<file path="config.mk">
export PLATFORM = sky130hd
export DESIGN_NAME = serial_sub
export DESIGN_NICKNAME = d
export VERILOG_FILES = /design/src/rtl/serial_sub.sv
export SDC_FILE = /design/constraint.sdc
export NUM_CORES = 1
export LEC_CHECK = 0
export ABC_AREA = 1
export CELL_PAD_IN_SITES_DETAIL_PLACEMENT = 1
export CELL_PAD_IN_SITES_GLOBAL_PLACEMENT = 2
export CORE_ASPECT_RATIO = 1.5
export CORE_UTILIZATION = 30
export CTS_CLUSTER_SIZE = 24
export DETAILED_ROUTE_END_ITERATION = 16
export PLACE_DENSITY = 0.75
export SETUP_SLACK_MARGIN = 0.05
export SYNTH_ARGS = -nofsm -noshare
export SYNTH_HDL_FRONTEND = slang
export SYNTH_SLANG_ARGS = --single-unit
</file>
<file path="constraint.sdc">
create_clock -name clk -period 1.6 [get_ports clk]
set_input_delay 0.16 -clock clk [delete_from_list [all_inputs] [get_ports clk]]
set_output_delay 0.16 -clock clk [all_outputs]
set_load 0.02 [all_outputs]
</file>
<file path="src/rtl/serial_sub.sv">
// Bit-serial N-bit subtractor with a start/done handshake.
// Computes a - b LSB first with one borrow flip-flop and reports borrow, zero and overflow.
module serial_sub #(
  parameter int N = 4
) (
  input  logic         clk,
  input  logic         rst,
  input  logic         start,
  input  logic [N-1:0] a,
  input  logic [N-1:0] b,
  output logic         busy,
  output logic         done,
  output logic [N-1:0] diff,
  output logic         borrow,
  output logic         zero,
  output logic         ovf
);

  localparam int CW = $clog2(N);

  typedef enum logic [1:0] {
    IDLE = 2'd0,
    RUN  = 2'd1,
    DONE = 2'd2
  } state_t;

  state_t         state;
  logic [N-1:0]   sa;
  logic [N-1:0]   sb;
  logic [N-1:0]   res;
  logic           br;
  logic [CW-1:0]  cnt;
  logic           a_msb;
  logic           b_msb;

  logic           d_bit;
  logic           br_next;
  logic [N-1:0]   res_next;

  // One full-subtractor bit slice on the current LSBs.
  always_comb begin
    d_bit    = sa[0] ^ sb[0] ^ br;
    br_next  = (~sa[0] & sb[0]) | (~(sa[0] ^ sb[0]) & br);
    res_next = {d_bit, res[N-1:1]};
  end

  // Control FSM, operand shifters and registered result/flag outputs.
  always_ff @(posedge clk or posedge rst) begin
    if (rst) begin
      state  <= IDLE;
      sa     <= '0;
      sb     <= '0;
      res    <= '0;
      br     <= 1'b0;
      cnt    <= '0;
      a_msb  <= 1'b0;
      b_msb  <= 1'b0;
      busy   <= 1'b0;
      done   <= 1'b0;
      diff   <= '0;
      borrow <= 1'b0;
      zero   <= 1'b0;
      ovf    <= 1'b0;
    end else begin
      case (state)
        IDLE: begin
          done <= 1'b0;
          if (start) begin
            sa    <= a;
            sb    <= b;
            a_msb <= a[N-1];
            b_msb <= b[N-1];
            br    <= 1'b0;
            cnt   <= '0;
            busy  <= 1'b1;
            state <= RUN;
          end else begin
            busy  <= 1'b0;
            state <= IDLE;
          end
        end
        RUN: begin
          sa  <= {1'b0, sa[N-1:1]};
          sb  <= {1'b0, sb[N-1:1]};
          res <= res_next;
          br  <= br_next;
          // The last bit publishes the result; the counter is left at N-1 so it never wraps.
          if (cnt == CW'(N - 1)) begin
            state  <= DONE;
            done   <= 1'b1;
            diff   <= res_next;
            borrow <= br_next;
            zero   <= (res_next == {N{1'b0}});
            ovf    <= (a_msb ^ b_msb) & (d_bit ^ a_msb);
          end else begin
            cnt   <= cnt + CW'(1);
            state <= RUN;
          end
        end
        DONE: begin
          done  <= 1'b0;
          busy  <= 1'b0;
          state <= IDLE;
        end
        default: begin
          done  <= 1'b0;
          busy  <= 1'b0;
          state <= IDLE;
        end
      endcase
    end
  end

endmodule

</file>
### Word level (Yosys, flattened, before mapping)

Index checks and enable logic that the tools add are counted.

* add/subtract/negate cells: 1
* $mul: 0
* div/mod/pow operators: 0
* magnitude comparators: 0
* equal/unequal tests: 5
* shifts and indexed selects: 0
* mux-type cells: 16
* bitwise operators: 10
* reductions and logical operators: 7

Operators by type and width (number)
* $pmux 4 s2: 2
* $mux 4: 2
* $pmux 2 s2: 2
* $mux 2: 3
* $ne 2x2->1 const B: 3
* $reduce_and 2->1: 3
* $mux 1: 5
* $logic_not 4->1: 1
* $pmux 1 s2: 2
* $xor 1x1->1: 4
* $and 1x1->1: 3
* $reduce_and 3->1: 1
* $add 2x1->2 const B: 1
* $eq 2x1->1 const B: 1
* $eq 2x2->1 const B: 1
* $logic_not 2->1: 1
* $not 1->1: 2
* $reduce_bool 2->1: 1
* $or 1x1->1: 1

* flip-flop bits (word level): 28
* latch bits: 0
* RAM bits: 0
* bits in read-only memories: 0
* input bits: 11
* output and inout bits: 9
* logic and storage cells: 53
* memories kept: 0

### Depth between registers and ports, before layout

* word-level depth: 5
* mapped depth: 7
* depth with buffers taken out: 7

### Worst setup path before layout

OpenSTA, ideal clock, no wires.

* kind: register -> register
* start: register sa[0]
* end: register ovf
* library setup time: 0.116 ns
* arrival: 1.195 ns
* required time: 1.484 ns
* path slack: 0.288 ns
* cell stages (with the launch flop): 7
* path buffers: 0
* clock period less this slack: 1.312 ns
* path through: dfrtp_1 -> fa_1 -> nor2_1 -> nand2_1 -> nand2_1 -> nand2_1 -> nand2_1

* longest elaborated chain between the ends: 4

RTL lines
* from (decl): line 28 `logic [N-1:0] sa;`
* from (signal assigned): line 83 `sa <= {1'b0, sa[N-1:1]};`
* $xor 1x1->1 (2 in a row): line 42 `d_bit = sa[0] ^ sb[0] ^ br;`
* via d_bit: line 36 `logic d_bit;`
* $xor 1x1->1: line 94 `ovf <= (a_msb ^ b_msb) & (d_bit ^ a_msb);`
* $and 1x1->1: line 94
* to (signal assigned): line 94
* to (decl): line 16 `output logic ovf`

The timed path passes the listed nets, and every way through them passes these cells.
A chain may end at the register's enable or synchronous reset.

### Worst setup path in the final report

Ends and elaborated chain as after synthesis.

==> run summary <==
CP endpoint kind: flip-flop
Cell with the most instances after synthesis: nand2_1
IO Port Bufs: 19
Post-synth EDFFs: 0
Top cell by count, worst path: nand2_1
Pre-CTS setup slack: 0.185 ns
Leading area contributor after synthesis: dfrtp_1
Commonest cells post-synth: nand2_1, dfrtp_1, nand3_1
Worst min path class: in2async
CTS tree: yes
Layout area overhead: 24.4%
Starting DRC count in detailed routing: 9
Drt wl/cell: 12.9 µm
Final Routed Wirelength: 2530 µm
Dpl hpwl: 1900 µm
WP data required: 1.77 ns
Via/cell ratio: 4.75
Pwr Total: 2.80 mW
Fin Setup TNS: 0 ns
Fin cells: 197
Final Instance Area: 0.00145 mm²
Max Fanout on Critical Path: 5
Synth Cell Area: 0.00116 mm²
Syn Nets: 145
Die ar.: 0.00414 mm²
Seq/Total Area, Yosys: 0.581
Slew headroom: 0.770
CTS H-tree depth: 1
CTS Sinks: 27
Vias in the first global route: 985
RSZ-0062 raised after global routing: no
R2R Path End: ovf
Post-cts sizing count: 0
CP arrival: 1.58 ns
Initial antenna violation count: 0
Critical-path cell list: fa_1 > nor2_1 > nand2_1 > nand2_1 > nand2_1 > nand2_1
Yosys warns: 0
Largest net degree at the start of global routing: 28
Clock buffer count from CTS: 3
Synth async-reset ratio: 1.00
Count of final hold-check violations: 0
GPL Wtd Cong: 0.713
Worst R2R Path Depth: 6
Post-Place Cell Area: 0.00140 mm²
DRT Pass-1 Iters: 4
Nets@finish: 168
R2R setup slack: 0.18 ns
Diodes inserted: 0
DRT antenna net count: 0
Reg2reg start: sa[0]
Final setup vio count: 0
Status: finished, final reports clean
Core outline area: 0.00368 mm²
Core Rows: 27
Sequential Area: 676 µm²
Root buf cell: clkbuf_8
Post-synth top flop: dfrtp_1
Setup bufs post-CTS: 0
Final Max Slew Viols: 0
Max IR drop VDD: 0.863 mV
Initial core utilization: 0.316
Largest cells by area after synthesis: dfrtp_1, nand2_1, nand3_1
Avg Inst Size Synth: 8.82 µm²
Chip width: 52.9 µm
CTS max path bufs: 2
IO Count: 20
Setup WS post-layout: 0.184 ns
Lkg Pwr: 0.720 nW
Total of max-cap violations: 0
Fin Clk Skew: 0.00455 ns
Final Hold Slack: 0.252 ns
Buf/Inv on CP: 0
Peak Freq: 706 MHz
Family with the most delay on the worst path: adder cells
CTS Hold Bufs: 0
First-pass GRT wire length: 4370 µm
Share of layout cells above drive strength 1: 0.0779
Post-layout min period: 1.42 ns
Critical path's largest stage delay: 0.63 ns
Top cell type's share of synthesized area: 0.581
Overflow after GRT: 0
Via count: 936
Least-Margin Pin Slew: 0.345 ns
Ratio of final minimum period to clock period: 0.885
Clk pin slew, worst setup/hold paths: 0.09 ns
Critical path startpoint category: flip-flop
Chip height: 78.3 µm
Residual DRC: 0
WS Path Type: reg2reg
Final Util: 0.393
Slowest cell on crit path: fa_1
Synthesized flop and latch total: 27
Fillers: 469
P per Cell Area: 1930 mW/mm²
Distinct cells, synth: 16
GRT Total Usage: 0.144
Clock Latency Late Sink: 0.27 ns
Inst Count DP: 193
Syn Inst Count: 132
Multi-input logic area: 427 µm²
## cell usage in the layout, fill, tap and decap left out, drive strengths merged
cell           count
nand2             50
dfrtp             27
nand3             25
clkdlybuf4s50     19
inv               11
nor2               7
o21ai              5
clkbuf             4
nand4              2
buf                2
fa                 1
ha                 1
## area by class of cell
type / instances / area share
Multi-Input combinational cell: 91 / 0.295
Tap cell: 43 / 0.0372
Sequential cell: 27 / 0.467
Timing Repair Buffer: 21 / 0.142
Clock buffer: 4 / 0.0311
Inverter: 11 / 0.0285
## worst max path at each step
stage | depth (start not counted) | start | to
floorplan | 6 | sa[0] | ovf
global placement | 6 | sa[0] | ovf
detailed placement | 6 | sa[0] | ovf
CTS | 6 | sa[0] | ovf
global route | 6 | sa[0] | ovf
finish | 6 | sa[0] | ovf
## cells by family (layout without fill, tap and decap cells)
group,after synthesis,in the layout,synth area share
buffers and inverters,14,36,0.0527
flip-flops,27,27,0.581
AND/OR/NAND/NOR,84,84,0.317
adder cells (fa/ha/maj),2,2,0.0280
AO/OA/AOI/OAI,5,5,0.0215
## flip-flops by register name, indices dropped and copies added, names as in the netlist
signal	cells
done	1
a_msb	1
diff	4
ovf	1
b_msb	1
sb	4
res	3
zero	1
borrow	1
state	2
sa	4
cnt	2
busy	1
br	1
## routing by layer
metal	routed length (µm)	up-vias	share of wire	GRT usage
met5	0	-	0	0
met4	31	0	0.012	0.0632
met3	68	4	0.027	0.0174
met2	1340	19	0.53	0.243
met1	1090	444	0.43	0.178
li1	-	469	-	-
## power breakdown
| part | internal (mW) | switching [mW] |
|---|---|---|
| clock | 0.178 | 0.199 |
| sequential | 0.978 | 0.211 |
| combinational | 0.491 | 0.740 |
## worst register-to-register path, stage by stage (launching register included)
cell and delay [ns]:
dfrtp_1 0.41, fa_1 0.63, nor2_1 0.06, nand2_1 0.06, nand2_1 0.05, nand2_1 0.06, nand2_1 0.04
Power figures use the tool's default switching activity.
